### src/rtl/div_seq_ctrl_pkg.sv
// Shared definitions for the iterative-divide sequencer: the step count,
// the state encoding and the decision taken when a DIV request is accepted.
package div_seq_ctrl_pkg;

    localparam int DIV_STEPS = 32;

    typedef logic [2:0] state_t;

    localparam state_t ST_IDLE    = 3'd0;
    localparam state_t ST_RUN     = 3'd1;
    localparam state_t ST_CAPTURE = 3'd2;
    localparam state_t ST_DONE    = 3'd3;
    localparam state_t ST_EXC     = 3'd4;

    // A zero divisor never starts the divider; it goes straight to the exception.
    function automatic state_t start_target(input logic [31:0] divisor);
        return (divisor == 32'd0) ? ST_EXC : ST_RUN;
    endfunction

endpackage

### src/rtl/div_seq_ctrl.sv
// Sequencer for the iterative signed divider: latches operands, times the
// divider enable, captures quotient/remainder into LO/HI and serves MTHI/MTLO.
module div_seq_ctrl #(
    parameter int DIV_STEPS = div_seq_ctrl_pkg::DIV_STEPS
) (
    input  logic        clk,
    input  logic        reset,
    input  logic        start,
    input  logic [31:0] op_a,
    input  logic [31:0] op_b,
    input  logic        hi_wr,
    input  logic        lo_wr,
    input  logic [31:0] wr_data,
    input  logic [31:0] div_lo_in,
    input  logic [31:0] div_hi_in,
    output logic        div_op,
    output logic [31:0] div_a,
    output logic [31:0] div_b,
    output logic        busy,
    output logic        done,
    output logic        div0_exc,
    output logic [31:0] hi,
    output logic [31:0] lo
);
    import div_seq_ctrl_pkg::*;

    localparam logic [5:0] LAST_STEP = 6'(DIV_STEPS - 1);

    state_t     state;
    logic [5:0] cnt;
    logic       accept;

    // DONE counts as the exit point of an operation, so a waiting request is
    // taken on the same edge that releases busy and back-to-back DIVs lose no cycle.
    assign accept = start && ((state == ST_IDLE) || (state == ST_DONE));

    always_ff @(posedge clk or posedge reset) begin
        if (reset) begin
            state <= ST_IDLE;
            cnt   <= 6'd0;
            div_a <= 32'd0;
            div_b <= 32'd0;
        end else begin
            case (state)
                ST_IDLE, ST_DONE: begin
                    if (accept) begin
                        div_a <= op_a;
                        div_b <= op_b;
                        cnt   <= 6'd0;
                        state <= start_target(op_b);
                    end else begin
                        state <= ST_IDLE;
                    end
                end
                ST_RUN: begin
                    cnt <= cnt + 6'd1;
                    if (cnt == LAST_STEP) begin
                        state <= ST_CAPTURE;
                    end
                end
                ST_CAPTURE: state <= ST_DONE;
                ST_EXC:     state <= ST_IDLE;
                default:    state <= ST_IDLE;
            endcase
        end
    end

    // Results are copied bit-exact; moves from the register file only land while idle.
    always_ff @(posedge clk or posedge reset) begin
        if (reset) begin
            hi <= 32'd0;
            lo <= 32'd0;
        end else if (state == ST_CAPTURE) begin
            hi <= div_hi_in;
            lo <= div_lo_in;
        end else if (state == ST_IDLE) begin
            if (hi_wr) begin
                hi <= wr_data;
            end
            if (lo_wr) begin
                lo <= wr_data;
            end
        end
    end

    assign div_op   = (state == ST_RUN) || (state == ST_CAPTURE);
    assign busy     = (state != ST_IDLE);
    assign done     = (state == ST_DONE);
    assign div0_exc = (state == ST_EXC);

endmodule

### config.mk
export PLATFORM = sky130hd
export DESIGN_NAME = div_seq_ctrl
export DESIGN_NICKNAME = d
export VERILOG_FILES = /design/src/rtl/div_seq_ctrl_pkg.sv /design/src/rtl/div_seq_ctrl.sv
export SDC_FILE = /design/constraint.sdc
export NUM_CORES = 1
export LEC_CHECK = 0
export CAP_MARGIN = 5
export CORE_ASPECT_RATIO = 0.5
export CORE_MARGIN = 2
export CORE_UTILIZATION = 40
export CTS_BUF_LIST = sky130_fd_sc_hd__clkbuf_16
export DETAILED_ROUTE_END_ITERATION = 16
export GPL_ROUTABILITY_DRIVEN = 0
export MAX_ROUTING_LAYER = met4
export PLACE_DENSITY_LB_ADDON = 0.25
export SYNTH_ARGS = -nofsm -noshare
export SYNTH_HDL_FRONTEND = slang
export SYNTH_SLANG_ARGS = --single-unit
### constraint.sdc
create_clock -name clk -period 6.4 [get_ports clk]
set_input_delay 1.28 -clock clk [delete_from_list [all_inputs] [get_ports clk]]
set_output_delay 1.28 -clock clk [all_outputs]
set_load 0.01 [all_outputs]
Word-level counts from Yosys, hierarchy flattened
Index checks and enable logic that the tools add are counted.
{"block": "totals", "word_cells": 41, "reg_bits": 137, "out_inout_bits": 132, "input_bits": 165}
{"block": "op_classes", "n_eq_ne": 7, "n_addsub": 1, "n_mux": 12, "n_reduce_logical": 15}
{"cell": "$mux 32", "n": 6}
{"cell": "$logic_not 32->1", "n": 1}
{"cell": "$pmux 6 s2", "n": 1}
{"cell": "$mux 3", "n": 3}
{"cell": "$pmux 3 s3", "n": 1}
{"cell": "$reduce_and 2->1", "n": 4}
{"cell": "$reduce_bool 2->1", "n": 4}
{"cell": "$add 6x1->6 const B", "n": 1}
{"cell": "$eq 3x2->1 const B", "n": 2}
{"cell": "$eq 6x5->1 const B", "n": 1}
{"cell": "$mux 6", "n": 1}
{"cell": "$ne 2x2->1 const B", "n": 2}
{"cell": "$eq 3x1->1 const B", "n": 1}
{"cell": "$eq 3x3->1 const B", "n": 1}
{"cell": "$logic_not 3->1", "n": 1}
{"cell": "$reduce_bool 3->1", "n": 1}
{"cell": "$logic_or 1x1->1", "n": 2}
{"cell": "$reduce_or 2->1", "n": 1}
{"cell": "$logic_and 1x1->1", "n": 1}

Longest topological paths before layout
Gate-level depths: netlist of the first run.
{"block": "logic_depth", "ltp_word": 5, "depth_mapped": 7}

Worst setup path after synthesis of the first run
No wires, ideal clock.
{"block": "synth_path", "path_kind": "flip-flop to output port", "startpoint": "reg state[1]", "endpoint": "out div_op", "path_slack_ps": 3919, "arrival_time_ps": 1201, "t_required_ps": 5120, "path_stages_with_launch": 5, "path_cell_list": "dfrtp_1 -> buf_2 -> or3b_2 -> clkbuf_1 -> nand2_1"}
{"block": "synth_via", "elab_chain_cells": 2, "word_cells_on_any_way": 3}
{"element": "from (decl)", "line_no": "div_seq_ctrl.sv:29", "rtl": "state_t state;"}
{"element": "from (signal assigned)", "line_no": "div_seq_ctrl.sv:50", "rtl": "state <= start_target(op_b);"}
{"element": "$eq 3x1->1 or $eq 3x2->1 (tied branches)", "line_no": "div_seq_ctrl.sv:86", "rtl": "assign div_op = (state == ST_RUN) || (state == ST_CAPTURE);"}
{"element": "$logic_or 1x1->1 (*)", "line_no": "div_seq_ctrl.sv:86"}
{"element": "to (decl)", "line_no": "div_seq_ctrl.sv:16", "rtl": "output logic div_op,"}
Every way passes the cells marked *; elsewhere a longest branch is shown, timed or not.

Final worst setup path of the first run
Ends and elaborated chain as after synthesis.

==> results.toml, run 1 <==
[cts]
cts_buffers = 17
clock_path_buffers = 2
cts_resized = 0
postCtsSetupRepairBufs = 0
clock_latency_ns = 0.41
cts_tree = "built"
hold_buffers = 0
root_buffer = "clkbuf_16"
clock-sinks = 137
clkTransAtPathRegs_ns = 0.06
cts_max_level = 4

[logic_synthesis]
yosysWarningCount = 0
seq_area_frac_synth = 0.586
synth_area_um2 = 5850
synthDistinctLibCells = 29
synth_cells = 473
synth_edf_count = 0
syn-num-nets = 639
ys_async_sr_fraction = 1.00
synth_flop_cell = "dfrtp_1"
synth_seq_cells = 137
synth_area_per_cell_um2 = 12.4

[die]
die_y_um = 89.5
die_w_um = 175
dieArea_um2 = 15700
fp-row-count = 31
core_um2 = 14400
ios = 297
start_util = 0.407

[routing]
vias = 4698
wl_per_cell_um = 16.3
routedLengthMet1_um = 6840
ant_nets = 0
highest_layer = "met4"
drtIter0Drc = 225
drc_errors = 0
routed-wl-met2_um = 7750
route.met3.wl_um = 861
vias_per_cell = 4.82
dr.pass1.iters = 4
wl_um = 15800

[sta]
slew_violations = 0
worst_pin_slew_ns = 1.12
period_needed_ns = 3.45
holdWs_ns = 0.476
final.setup.tns_ns = 0
period_share = 0.538
hold_viol_final = 0
clock.fmax_mhz = 290
slew_headroom = 0.253
setup_viol = 0
rsz0062_at_grt = "false"
fin_skew_ns = 0.0111

[global_routing]
grt_max_degree = 99
grt_antenna_before_repair = 0
grt_pass1_wl_um = 24200
grtUsageTotal = 0.206
grt_pass1_vias = 4726
gr-total-overflow = 0

[pwr]
irDropWorstVdd_mv = 0.174
leakagePower_uw = 0.00385
pwr_density_cell_nw_per_um2 = 342

[final_layout]
postLayoutCoreUtil = 0.664
final_nets = 929
instances_no_fill = 974
antenna_cells = 0
final_cell_area_um2 = 9550
layout-drive-gt1-share = 0.135
syn_to_final_growth_pct = 63.1

[setup_path]
crit_type = "register to primary output"
critPathLaunchType = "register"
cp.required_ns = 5.12
crit_arrival_ns = 2.17
cp_max_fo = 10
worst_setup_path_end_kind = "primary output"

[outcome]
outcome = "complete, no violations"

[flow_run]
cap_violations = 0

[placement]
port_buffers = 296
dpl.cell_count = 942
hpwl_um = 11500
placed_cell_area_um2 = 8930

[min_path]
holdCritPathClass = "register to register"
## state kept, by name, indices dropped and copies added, names as in the netlist
register  flops
cnt           6
div_a        32
div_b        32
hi           32
lo           32
state         3
## placed cells by master (no fill, tap or decap), types with 3 or more instances in the layout
| master | synthesis | routed |
|---|---|---|
| dfrtp_1 | 137 | 137 |
| bufinv_16 | 0 | 3 |
| nor4_1 | 8 | 8 |
| o21ai_1 | 11 | 9 |
| clkdlybuf4s50_1 | 0 | 296 |
| clkinv_4 | 0 | 3 |
| buf_4 | 1 | 3 |
| mux2_2 | 63 | 63 |
| nand3_1 | 3 | 3 |
| o21ai_0 | 62 | 62 |
| clkbuf_16 | 0 | 17 |
| nand4_1 | 3 | 3 |
| nand2_1 | 70 | 70 |
| mux2i_1 | 64 | 64 |
| inv_6 | 0 | 5 |
| clkinvlp_4 | 0 | 3 |
## worst max-delay path, stage by stage (launching register included)
cell and delay (ns):
dfrtp_1 0.51, or3b_2 0.60, nand2_1 0.10, clkdlybuf4s50_1 0.56
## layout make-up
class                   instances  area, µm²
repair buffers                299       2990
clock inverters                15        189
fillers                      1126       4840
inverters                       2       12.5
flip-flops and latches        137       3430
clock buffers                  17        425
multi-input cells             306       2260
well taps                     198        248
## stage by stage
step / total power, µW / worst slack (ns)
6_report: 3270 / 2.95
5_1_grt: 3440 / 2.86
3_3_place_gp: 2250 / 3.36
4_1_cts: 3310 / 2.92
3_5_place_dp: 2280 / 3.34
2_1_floorplan: 1630 / 1.45
## Yosys cell counts (3+ instances only)
| library cell | n | area share |
|---|---|---|
| buf_6 | 9 | 0.017 |
| clkbuf_1 | 13 | 0.0083 |
| o21ai_0 | 62 | 0.053 |
| nand2_1 | 70 | 0.045 |
| buf_2 | 5 | 0.0043 |
| o21ai_1 | 11 | 0.0094 |
| dfrtp_1 | 137 | 0.59 |
| nand3_1 | 3 | 0.0026 |
| mux2i_1 | 64 | 0.11 |
| nor4_1 | 8 | 0.0086 |
| nand4_1 | 3 | 0.0032 |
| mux2_2 | 63 | 0.12 |
## power breakdown
group / leakage [µW] / internal, µW / switching [µW]
Combinational: 0.00189 / 626 / 391
Clock: 0.000290 / 621 / 394
Sequential: 0.00167 / 1110 / 130
Total: 0.00385 / 2350 / 915
## worst paths after layout
kind	slack (ns)	from	cells past startpoint	endpoint
max in group asynchronous	3.89	reset	3	lo[11]
worst max-delay path	2.95	state[1]	3	div_op
worst min-delay path	0.48	hi[2]	2	hi[2]
worst max register to register	3.96	state[0]	4	hi[29]
min in group asynchronous	1.41	reset	2	div_a[1]
worst min register to register	0.48	hi[2]	2	hi[2]
## layer usage
layer  vias up  track usage
met2       145        0.347
met5         -            -
met4         0       0.0841
met1      2268        0.243
li1       2256            -
met3        29       0.0510
## logic make-up after synthesis
| family | share of synthesized area |
|---|---|
| flip-flops | 0.586 |
| multiplexers | 0.236 |
| AND/OR/NAND/NOR | 0.0735 |
| AO/OA/AOI/OAI | 0.0673 |
| buffers and inverters | 0.0325 |
| XOR/XNOR | 0.00299 |
| adder cells (fa/ha/maj) | 0.00214 |
Power figures use the tool's default switching activity.
==> run 2: changes to the inputs <==
- clock period: 6.4 -> 3.3 ns (I/O delays scaled with it)
==> run 2 against run 1 <==
Net effect:
- die area stayed put
- routed wire length is 0.85% lower
- critical path depth stayed put
- critical endpoint unchanged
- global-route usage is 0.25 points higher
- sequential share of layout area is 0.13 points lower
- clock skew is 0.0048 ns lower
- via count is 0.70% lower
- power is 92% higher
- sequential power is 94% higher
- largest cell class unchanged
- clock power is 90% higher
- worst hold slack worse by 0.00099 ns
- combinational power is 93% higher
==> results.toml, run 2 (synthesized netlist as in run 1, its figures left out) <==
[setup_path]
cp_max_fo = 10
r2r-start = "state[0]"
endpoint = "div_op"
crit_arrival_ns = 2.19
worst_setup_path_end_kind = "primary output"
crit_type = "register to primary output"
cp.required_ns = 2.64
startpoint = "state[1]"
reg2reg_setup_slack_ns = 1.07
r2r_end = "hi[8]"
critPathLaunchType = "register"
r2r_cells = 5

[sta]
period_needed_ns = 2.85
period_share = 0.864
holdWs_ns = 0.475
final.setup.tns_ns = 0
hold_viol_final = 0
layout_setup_ws_ns = 0.448
slew_violations = 0
rsz0062_at_grt = "false"
fin_skew_ns = 0.00626
worst_pin_slew_ns = 0.765
slew_headroom = 0.490
clock.fmax_mhz = 351
setup_viol = 0

[cts]
cts_resized = 0
clock_latency_ns = 0.40
postCtsSetupRepairBufs = 0
root_buffer = "clkbuf_16"
clock_path_buffers = 2
cts_max_level = 4
hold_buffers = 0
cts_buffers = 17
cts_tree = "built"
clock-sinks = 137
clkTransAtPathRegs_ns = 0.06

[global_routing]
grt_pass1_vias = 4741
grt_max_degree = 89
gr-total-overflow = 0
grt_pass1_wl_um = 24500
grtUsageTotal = 0.209
grt_antenna_before_repair = 0

[final_layout]
layout-drive-gt1-share = 0.136
regArea_um2 = 3430
final_nets = 932
fillers = 1154
instances_no_fill = 977
antenna_cells = 0
final_common_cell = "clkdlybuf4s50_1"
multi_input_area_um2 = 2260
syn_to_final_growth_pct = 63.7
layout_common_cells = "296 x clkdlybuf4s50_1, 137 x dfrtp_1, 70 x nand2_1"

[pwr]
leakagePower_uw = 0.00387
irDropWorstVdd_mv = 0.360
report.power.total_uw = 6280
pwr_density_cell_nw_per_um2 = 656

[routing]
dr.pass1.iters = 4
ant_nets = 0
drtIter0Drc = 163
drc_errors = 0
vias_per_cell = 4.77
wl_um = 15700
wl_per_cell_um = 16.1
vias = 4665

[placement]
dpl.cell_count = 945
hpwl_um = 11600
port_buffers = 296
place_ws_ns = 0.834

[die]
die_y_um = 89.5
die_w_um = 175
dieArea_um2 = 15700
ios = 297
core_um2 = 14400
fp-row-count = 31
start_util = 0.407

[min_path]
worstHoldPathCells = 2
holdCritPathClass = "register to register"

[outcome]
outcome = "complete, no violations"

[flow_run]
cap_violations = 0
==> run 2: stage by stage <==
step,util,instance area [µm²]
after global placement,0.624,8980
after CTS,0.666,9580
after global routing,0.666,9580
final,0.666,9580
after floorplan,-,5860
after detailed placement,0.624,8980
==> run 2: worst min path at each step <==
stage	slack, ns	end	start
floorplan	0.46	cnt[5]	cnt[5]
global placement	0.46	hi[12]	hi[12]
detailed placement	0.47	hi[12]	hi[12]
CTS	0.48	hi[12]	hi[12]
global route	0.49	hi[16]	hi[16]
finish	0.48	hi[9]	hi[9]
==> run 2: cell type report <==
type                    instances  share of cell area
well taps                     198              0.0259
multi-input cells             306               0.236
repair buffers                302               0.317
flip-flops and latches        137               0.358
clock inverters                15              0.0184
clock buffers                  17              0.0444
inverters                       2             0.00118
==> run 2: per-layer routing <==
metal  global-route usage  part of all wire
met5                    -                 0
met4               0.0773             0.021
met3               0.0468             0.046
met2                0.356              0.50
met1                0.248              0.43
==> run 2: worst max-delay path, stage by stage, from the launching register on <==
cell and delay [ns]:
dfrtp_1 0.52, or3b_2 0.60, nand2_1 0.11, clkdlybuf4s50_1 0.56
==> run 2: power by group <==
group	internal, µW	switching [µW]
Combinational	1220	751
Sequential	2150	250
Clock	1190	728
==> run 3: changes to the inputs <==
- MAX_ROUTING_LAYER: met4 -> default
==> run 3 against run 2 <==
Net effect:
- combinational power barely moved
- global-route usage fell by 0.64 points
- final area did not move
- core utilization did not move
- die area did not move
- sequential share of layout area did not move
- critical path depth did not move
- flip-flop and latch count did not move
- via count rose by 0.11%
- non-clock buffer count did not move
- clock skew rose by 0.0039 ns
- worst hold slack barely moved
- critical endpoint unchanged
==> results.toml, run 3 (synthesized netlist as in run 1, its figures left out) <==
[global_routing]
grtUsageTotal = 0.202
grt_pass1_wl_um = 24600
grt_util_met3 = 0.0574
grt_use_met2 = 0.354
grt_pass1_vias = 4717
grt_busiest_layer = "met2"
use_met1 = 0.243
gr-total-overflow = 0
grt_antenna_before_repair = 0
grt_max_degree = 89

[sta]
hold_viol_final = 0
worst_pin_slew_ns = 0.765
period_needed_ns = 2.85
rsz0062_at_grt = "false"
period_share = 0.862
fin_skew_ns = 0.0102
clock.fmax_mhz = 351
slew_violations = 0
setup_viol = 0
final.setup.tns_ns = 0
slew_headroom = 0.490

[pwr]
leakagePower_uw = 0.00387
pwr_density_cell_nw_per_um2 = 656
irDropWorstVdd_mv = 0.358

[cts]
cts_max_level = 4
cts_buffers = 17
clkTransAtPathRegs_ns = 0.06
cts_resized = 0
hold_buffers = 0
clock_latency_ns = 0.41
clock-sinks = 137
root_buffer = "clkbuf_16"
cts_tree = "built"
clock_path_buffers = 2
postCtsSetupRepairBufs = 0

[die]
dieArea_um2 = 15700
ios = 297
core_um2 = 14400
die_y_um = 89.5
die_w_um = 175
fp-row-count = 31
start_util = 0.407

[setup_path]
crit_buf_inv = 1
cp_top_family = "simple AND/OR/NAND/NOR gates"
reg2reg_setup_slack_ns = 1.07
critPathMaxStageDelay_ns = 0.60
r2r-start = "state[0]"
r2r_cells = 5
cp_max_fo = 10
critPathLaunchType = "register"
worst_setup_path_end_kind = "primary output"
worst-path-stages = 3
crit_type = "register to primary output"
crit_slowest_cell = "or3b_2"
cp.required_ns = 2.64
crit_arrival_ns = 2.19
r2r_end = "lo[24]"
crit_chain = "or3b_2, nand2_1, clkdlybuf4s50_1"

[placement]
dpl.cell_count = 945
port_buffers = 296
hpwl_um = 11600

[final_layout]
antenna_cells = 0
final_common_cell = "clkdlybuf4s50_1"
syn_to_final_growth_pct = 63.7
regArea_um2 = 3430
final_nets = 932
layout-drive-gt1-share = 0.136
multi_input_area_um2 = 2260
instances_no_fill = 977
fillers = 1154
layout_common_cells = "296 x clkdlybuf4s50_1, 137 x dfrtp_1, 70 x nand2_1"

[flow_run]
cap_violations = 0

[routing]
vias_per_cell = 4.78
drc_errors = 0
ant_nets = 0
dr.pass1.iters = 4
wl_um = 15700
wl_per_cell_um = 16.1
drtIter0Drc = 184
vias = 4670

[min_path]
min_to = "hi[9]"
holdCritPathClass = "register to register"
worstHoldPathCells = 2
min_from = "hi[9]"

[outcome]
outcome = "complete, no violations"
[run 3: cell counts in the layout (fill, tap and decap cells not counted)]
No cell type changed its count.
[run 3: worst max-delay path by stage]
| stage | from | to |
|---|---|---|
| after CTS | state[1] | div_op |
| after global routing | state[1] | div_op |
| after floorplan | reset | cnt[0] |
| after global placement | start | div_b[13] |
| after detailed placement | start | div_b[15] |
| final | state[1] | div_op |
[run 3: report_power, final]
group	total (µW)	internal, µW	switching, µW
sequential	2400	2150	250
clock	1920	1190	729
combinational	1970	1220	750
total	6280	4550	1730
[run 3: per-stage QoR]
step | util | hold WS (ns) | worst slack (ns) | cell area [µm²] | total power, µW
finish | 0.666 | 0.475 | 0.454 | 9580 | 6280
global route | 0.666 | 0.490 | 0.366 | 9580 | 6640
CTS | 0.666 | 0.484 | 0.440 | 9580 | 6370
detailed placement | 0.624 | 0.470 | 0.834 | 8980 | 4420
global placement | 0.624 | 0.462 | 0.873 | 8980 | 4360
floorplan | - | 0.458 | 0.933 | 5860 | 3150
[run 3: cell type report]
class | count | share of cell area
inverters | 2 | 0.00118
multi-input cells | 306 | 0.236
repair buffers | 302 | 0.317
clock inverters | 15 | 0.0184
clock buffers | 17 | 0.0444
flip-flops and latches | 137 | 0.358
well taps | 198 | 0.0259
[run 3: layer usage]
metal  share of wire  up-vias
li1                -     2268
met2            0.51      142
met1            0.42     2237
met5               0        -
met4           0.020        0
met3           0.058       23
[run 3: worst min-delay path, cell delays in order (launching register included)]
cell and delay, ns:
dfrtp_1 0.34, nand2_1 0.04, o21ai_0 0.06
